===== src/rtl/alloc_retirer_pkg.sv =====
// Shared configuration for the allocation retirer.
// Provides buffer geometry, config count and retire FSM states.
package TauCfg;

    localparam int LOCAL_ADDR_BW0     = 5;
    localparam int N_ICFG             = 3;
    localparam int ALLOC_RETIRE_DEPTH = 4;

    typedef enum logic {
        RUN,
        DRAIN
    } RetireState_t;

endpackage


===== src/rtl/alloc_id_fifo.sv =====
// Register FIFO holding outstanding allocations in grant order.
// Ports: clk/rst, push/din, pop/dout (head entry), full, empty, cnt.
module alloc_id_fifo #(
    parameter int W     = 8,
    parameter int DEPTH = 4,
    localparam int AW   = $clog2(DEPTH),
    localparam int CW   = AW + 1
) (
    input  logic          clk,
    input  logic          rst,
    input  logic          push,
    input  logic [W-1:0]  din,
    input  logic          pop,
    output logic [W-1:0]  dout,
    output logic          full,
    output logic          empty,
    output logic [CW-1:0] cnt
);

    logic [W-1:0]  mem [DEPTH];
    logic [AW-1:0] wptr;
    logic [AW-1:0] rptr;
    logic          do_push;
    logic          do_pop;

    assign full    = (cnt == CW'(DEPTH));
    assign empty   = (cnt == '0);
    assign do_push = push && !full;
    assign do_pop  = pop && !empty;
    assign dout    = mem[rptr];

    always_ff @(posedge clk or posedge rst) begin
        if (rst) begin
            wptr <= '0;
            rptr <= '0;
            cnt  <= '0;
            for (int i = 0; i < DEPTH; i++) begin
                mem[i] <= '0;
            end
        end else begin
            if (do_push) begin
                mem[wptr] <= din;
                wptr      <= wptr + AW'(1);
            end
            if (do_pop) begin
                rptr <= rptr + AW'(1);
            end
            unique case ({do_push, do_pop})
                2'b10:   cnt <= cnt + CW'(1);
                2'b01:   cnt <= cnt - CW'(1);
                default: cnt <= cnt;
            endcase
        end
    end

endmodule


===== src/rtl/alloc_retirer.sv =====
// Accepts allocator grants, presents the oldest to the reader, frees on retire.
// Ports: linear_* grant handshake, head_* reader side, free/blkdone pulses, o_inuse.
module alloc_retirer
    import TauCfg::*;
#(
    parameter int LBW     = LOCAL_ADDR_BW0,
    parameter int DEPTH   = ALLOC_RETIRE_DEPTH,
    localparam int ICFG_BW = $clog2(N_ICFG + 1)
) (
    input  logic                        i_clk,
    input  logic                        i_rst,
    input  logic [N_ICFG-1:0][LBW:0]    i_sizes,
    input  logic                        linear_rdy,
    output logic                        linear_ack,
    input  logic [LBW-1:0]              i_linear,
    input  logic [ICFG_BW-1:0]          i_linear_id,
    output logic                        head_rdy,
    input  logic                        head_ack,
    output logic [LBW-1:0]              o_head_linear,
    output logic [ICFG_BW-1:0]          o_head_id,
    output logic                        free_dval,
    output logic [ICFG_BW-1:0]          o_free_id,
    input  logic                        blkend_dval,
    output logic                        blkdone_dval,
    output logic [LBW:0]                o_inuse
);

    localparam int W  = LBW + ICFG_BW;
    localparam int CW = $clog2(DEPTH) + 1;

    RetireState_t  state_q;
    RetireState_t  state_d;
    logic          blkdone_d;
    logic          full;
    logic          empty;
    logic [CW-1:0] cnt;
    logic [W-1:0]  head_ent;
    logic          pop;
    logic [LBW:0]  push_size;
    logic [LBW:0]  pop_size;

    // Gated by reset so the handshake reads idle while reset is held.
    assign linear_ack = !i_rst && linear_rdy && !full && (state_q == RUN);
    assign head_rdy   = !empty;
    assign pop        = head_ack && head_rdy;

    assign {o_head_linear, o_head_id} = head_ent;

    alloc_id_fifo #(
        .W     (W),
        .DEPTH (DEPTH)
    ) u_fifo (
        .clk   (i_clk),
        .rst   (i_rst),
        .push  (linear_ack),
        .din   ({i_linear, i_linear_id}),
        .pop   (pop),
        .dout  (head_ent),
        .full  (full),
        .empty (empty),
        .cnt   (cnt)
    );

    // Explicit compare loop keeps unused id codes from indexing past the table.
    always_comb begin
        push_size = '0;
        pop_size  = '0;
        for (int i = 0; i < N_ICFG; i++) begin
            if (i_linear_id == ICFG_BW'(i)) begin
                push_size = i_sizes[i];
            end
            if (o_head_id == ICFG_BW'(i)) begin
                pop_size = i_sizes[i];
            end
        end
    end

    // Waiting on free_dval keeps blkdone strictly after the final free pulse.
    always_comb begin
        state_d   = state_q;
        blkdone_d = 1'b0;
        unique case (state_q)
            RUN: begin
                if (blkend_dval) begin
                    state_d = DRAIN;
                end
            end
            DRAIN: begin
                if (empty && !free_dval) begin
                    blkdone_d = 1'b1;
                    state_d   = RUN;
                end
            end
            default: state_d = RUN;
        endcase
    end

    always_ff @(posedge i_clk or posedge i_rst) begin
        if (i_rst) begin
            state_q      <= RUN;
            blkdone_dval <= 1'b0;
            free_dval    <= 1'b0;
            o_free_id    <= '0;
            o_inuse      <= '0;
        end else begin
            state_q      <= state_d;
            blkdone_dval <= blkdone_d;
            free_dval    <= pop;
            if (pop) begin
                o_free_id <= o_head_id;
            end
            o_inuse <= o_inuse
                     + (linear_ack ? push_size : '0)
                     - (pop ? pop_size : '0);
        end
    end

endmodule


===== config.mk =====
export PLATFORM = sky130hd
export DESIGN_NAME = alloc_retirer
export DESIGN_NICKNAME = d
export VERILOG_FILES = /design/src/rtl/alloc_retirer_pkg.sv /design/src/rtl/alloc_id_fifo.sv /design/src/rtl/alloc_retirer.sv
export SDC_FILE = /design/constraint.sdc
export NUM_CORES = 1
export LEC_CHECK = 0
export ABC_AREA = 0
export CORE_ASPECT_RATIO = 0.7
export CORE_UTILIZATION = 52
export CTS_CLUSTER_DIAMETER = 40
export DETAILED_ROUTE_END_ITERATION = 10
export PLACE_DENSITY = 0.8
export SLEW_MARGIN = 20
export SYNTH_ARGS = -nofsm -noshare
export SYNTH_HDL_FRONTEND = slang
export SYNTH_SLANG_ARGS = --single-unit

===== constraint.sdc =====
create_clock -name i_clk -period 4.3 [get_ports i_clk]
set_clock_uncertainty 0.2 [all_clocks]
set_input_delay 0.645 -clock i_clk [delete_from_list [all_inputs] [get_ports i_clk]]
set_output_delay 0.645 -clock i_clk [all_outputs]
set_load 0.02 [all_outputs]

==> results.md <==
- Yosys top cell area share: 43.58%
- Synth warn: 0
- PwrDens: 752.9 mW/mm^2
- CP startpoint kind: input pin
- CORE AREA: 0.004835 mm^2
- Worst path required time: 4.29 ns
- Max Freq: 244.3 MHz
- Final critical-path setup slack: 0.2073 ns
- Synth Register Bits: 46
- Final Util: 68.89%
- RSZ-0062 raised after global routing: no
- First-pass GRT wire length: 8776 um
- 1st-pass router iterations: 4
- DP Worst Slack: -0.06046 ns
- Syn Nets: 259
- Residual DRC: 0
- Post-CTS sizing: 0
- Multi-input gate area: 0.001354 mm^2
- Clock sinks: 46
- FF+latch area: 0.001151 mm^2
- Via count: 1,783
- Final setup violation count: 0
- Cells along the critical path: clkdlybuf4s50_1 -> or3b_2 -> a31oi_4 -> nand2_1 -> fa_1 -> inv_1 -> ha_1 -> a211oi_1 -> o21bai_1 -> a21oi_1 -> xnor3_4 -> xnor2_1
- Worst Setup End Kind: flip-flop
- Slew Limit Fails: 0
- Filler cells: 376
- TritonCTS clock tree: yes
- Post-CTS setup buffers: 0
- I/O pin count: 49
- Area contributors post-synth: dfrtp_1 44%, mux2_2 12%, mux4_1 6.0%
- Slowest-stage cell, CP: xnor3_4
- Row cnt: 21
- Largest net degree at the start of global routing: 47
- Nets: 316
- Commonest cells after routing, fill and taps aside: 48 x clkdlybuf4s50_1, 46 x dfrtp_1, 28 x mux2_2, 20 x inv_1, 14 x nor2_1
- Initial antenna violation count: 0
- CTS Hold Buffers Added: 0
- CTS max path bufs: 2
- MaxCap Viol Count: 0
- Clock buffer count from CTS: 5
- Vias in the first global route: 1,838
- VDD IR-drop max: 0.3490 mV
- Post-synthesis instance total: 212
- Final instance area: 0.003331 mm^2
- Buf/Inv on CP: 2
- Synth-to-layout area growth: 26.10%
- Final wirelength: 5247 um
- Starting Density: 54.63%
- Die area: 0.005373 mm^2
- Hold_ws: 0.2682 ns
- Post-layout min period: 4.093 ns
- Post-route ant nets: 0
- Drt wl/cell: 15.48 um
- Via density: 5.260
- Port bufs: 48
- Critical path class: input pin to flip-flop
- Leak pwr: 1.574 nW
- Dpl cells: 331
- Die Y: 61.63 um
- Slew HR: 61.77%
- GR Overflow Total: 0
- Ys async rst share: 100.0%
- Clk pin slew, worst setup/hold paths: 0.08 ns
- Tcrit/Tclk final: 95.18%
- Placer Congestion: 0.8339
- Commonest non-fill, non-tap cell in the layout: clkdlybuf4s50_1
- Critical Path AT: 4.08 ns
- Most used flip-flop cell after synthesis: dfrtp_1
- Register area share after synthesis: 43.58%
- Clock root cell: clkbuf_8
- Synthesized cell area: 0.002641 mm^2
- Crit path largest cell delay: 0.50 ns
- Tot Pwr: 2.508 mW
- Top cell family by delay on the critical path: compound AO/OA/AOI/OAI gates
- Final hold vios: 0
- Ant diodes: 0
- Die width: 87.19 um
- Syn Area/Cell: 12.46 um^2
- Post-DP Area: 0.003218 mm^2
- Dpl hpwl: 3945 um
- Final TNS setup: 0 ns
- Slew @ Worst Pin: 0.5734 ns
- Distinct cells, synth: 33
- Post-synth EDFFs: 0
- Total GRT Usage: 22.07%
- Worst hold path type: flip-flop to flip-flop
- Share of layout cells above drive strength 1: 20.74%
- Critical Path Fanout Max: 4
- Non-filler cells in the finished layout: 339
- Skew-Pair Late Insertion Delay: 0.30 ns
- First DRT Iteration DRCs: 101
- Area leader, netlist: dfrtp_1
- CTS HTree Levels: 2
- Status: complete, no violations
## metal layers
metal	global-route usage (%)	vias up	part of all wire (%)
met5	0	-	0
met4	5.386	0	0.76
met3	4.960	4	4.1
met2	35.10	42	46
met1	31.49	896	49
li1	-	841	-
## synth_stat cells (2+ instances only)
cell	instances
nand2_2	5
o21ai_0	7
inv_1	21
a21o_1	2
mux4_1	6
fa_1	6
mux2_2	28
nor2_1	14
buf_6	2
nand2_1	13
mux2_1	2
a21oi_1	8
xnor2_1	7
buf_2	2
dfrtp_1	46
mux2i_1	13
xor2_1	4
ha_1	11
## final timing paths
kind                                       startpoint                         end  slack [ns]  depth (start not counted)
max reg2reg                u_fifo.rptr[0]$_DFFE_PP0P_        o_inuse[5]$_DFF_PP0_        0.24                         13
min in group asynchronous                       i_rst  u_fifo.wptr[0]$_DFFE_PP0P_        0.63                          3
min                               free_dval$_DFF_PP0_      blkdone_dval$_DFF_PP0_        0.27                          1
max in group asynchronous                       i_rst        o_inuse[0]$_DFF_PP0_        2.88                          3
min reg2reg                       free_dval$_DFF_PP0_      blkdone_dval$_DFF_PP0_        0.27                          1
max                                        linear_rdy        o_inuse[5]$_DFF_PP0_        0.21                         12
## final cells by class
class                           instances  area share (%)
Clock inverter                          3           1.315
Timing Repair Buffer                   57           16.45
Multi-Input combinational cell        138           40.65
Tap cell                               69           2.592
Clock buffer                            5           2.066
Sequential cell                        46           34.56
Inverter                               21           2.367
## where the power goes
part           internal [mW]  leakage (nW)  switching (mW)
registers              0.631         0.587           0.119
logic                  0.765         0.929           0.669
clock network          0.174        0.0585           0.149
## cells by family after synthesis
group                    after synthesis  synth area share (%)
AND/OR/NAND/NOR                       37                 6.632
adder cells (fa/ha/maj)               17                 9.759
multiplexers                          50                 24.54
AO/OA/AOI/OAI                         22                 5.684
XOR/XNOR                              12                 4.642
flip-flops                            46                 43.58
buffers and inverters                 28                 5.163
## flip-flops by register name, summed over array words and instances, names as in the netlist
register / cells
u_fifo.mem: 28
u_fifo.wptr: 2
u_fifo.rptr: 2
o_inuse: 6
free_dval: 1
o_free_id: 2
blkdone_dval: 1
u_fifo.cnt: 3
state_q: 1
Note: power is estimated with default switching activity, not from simulation.
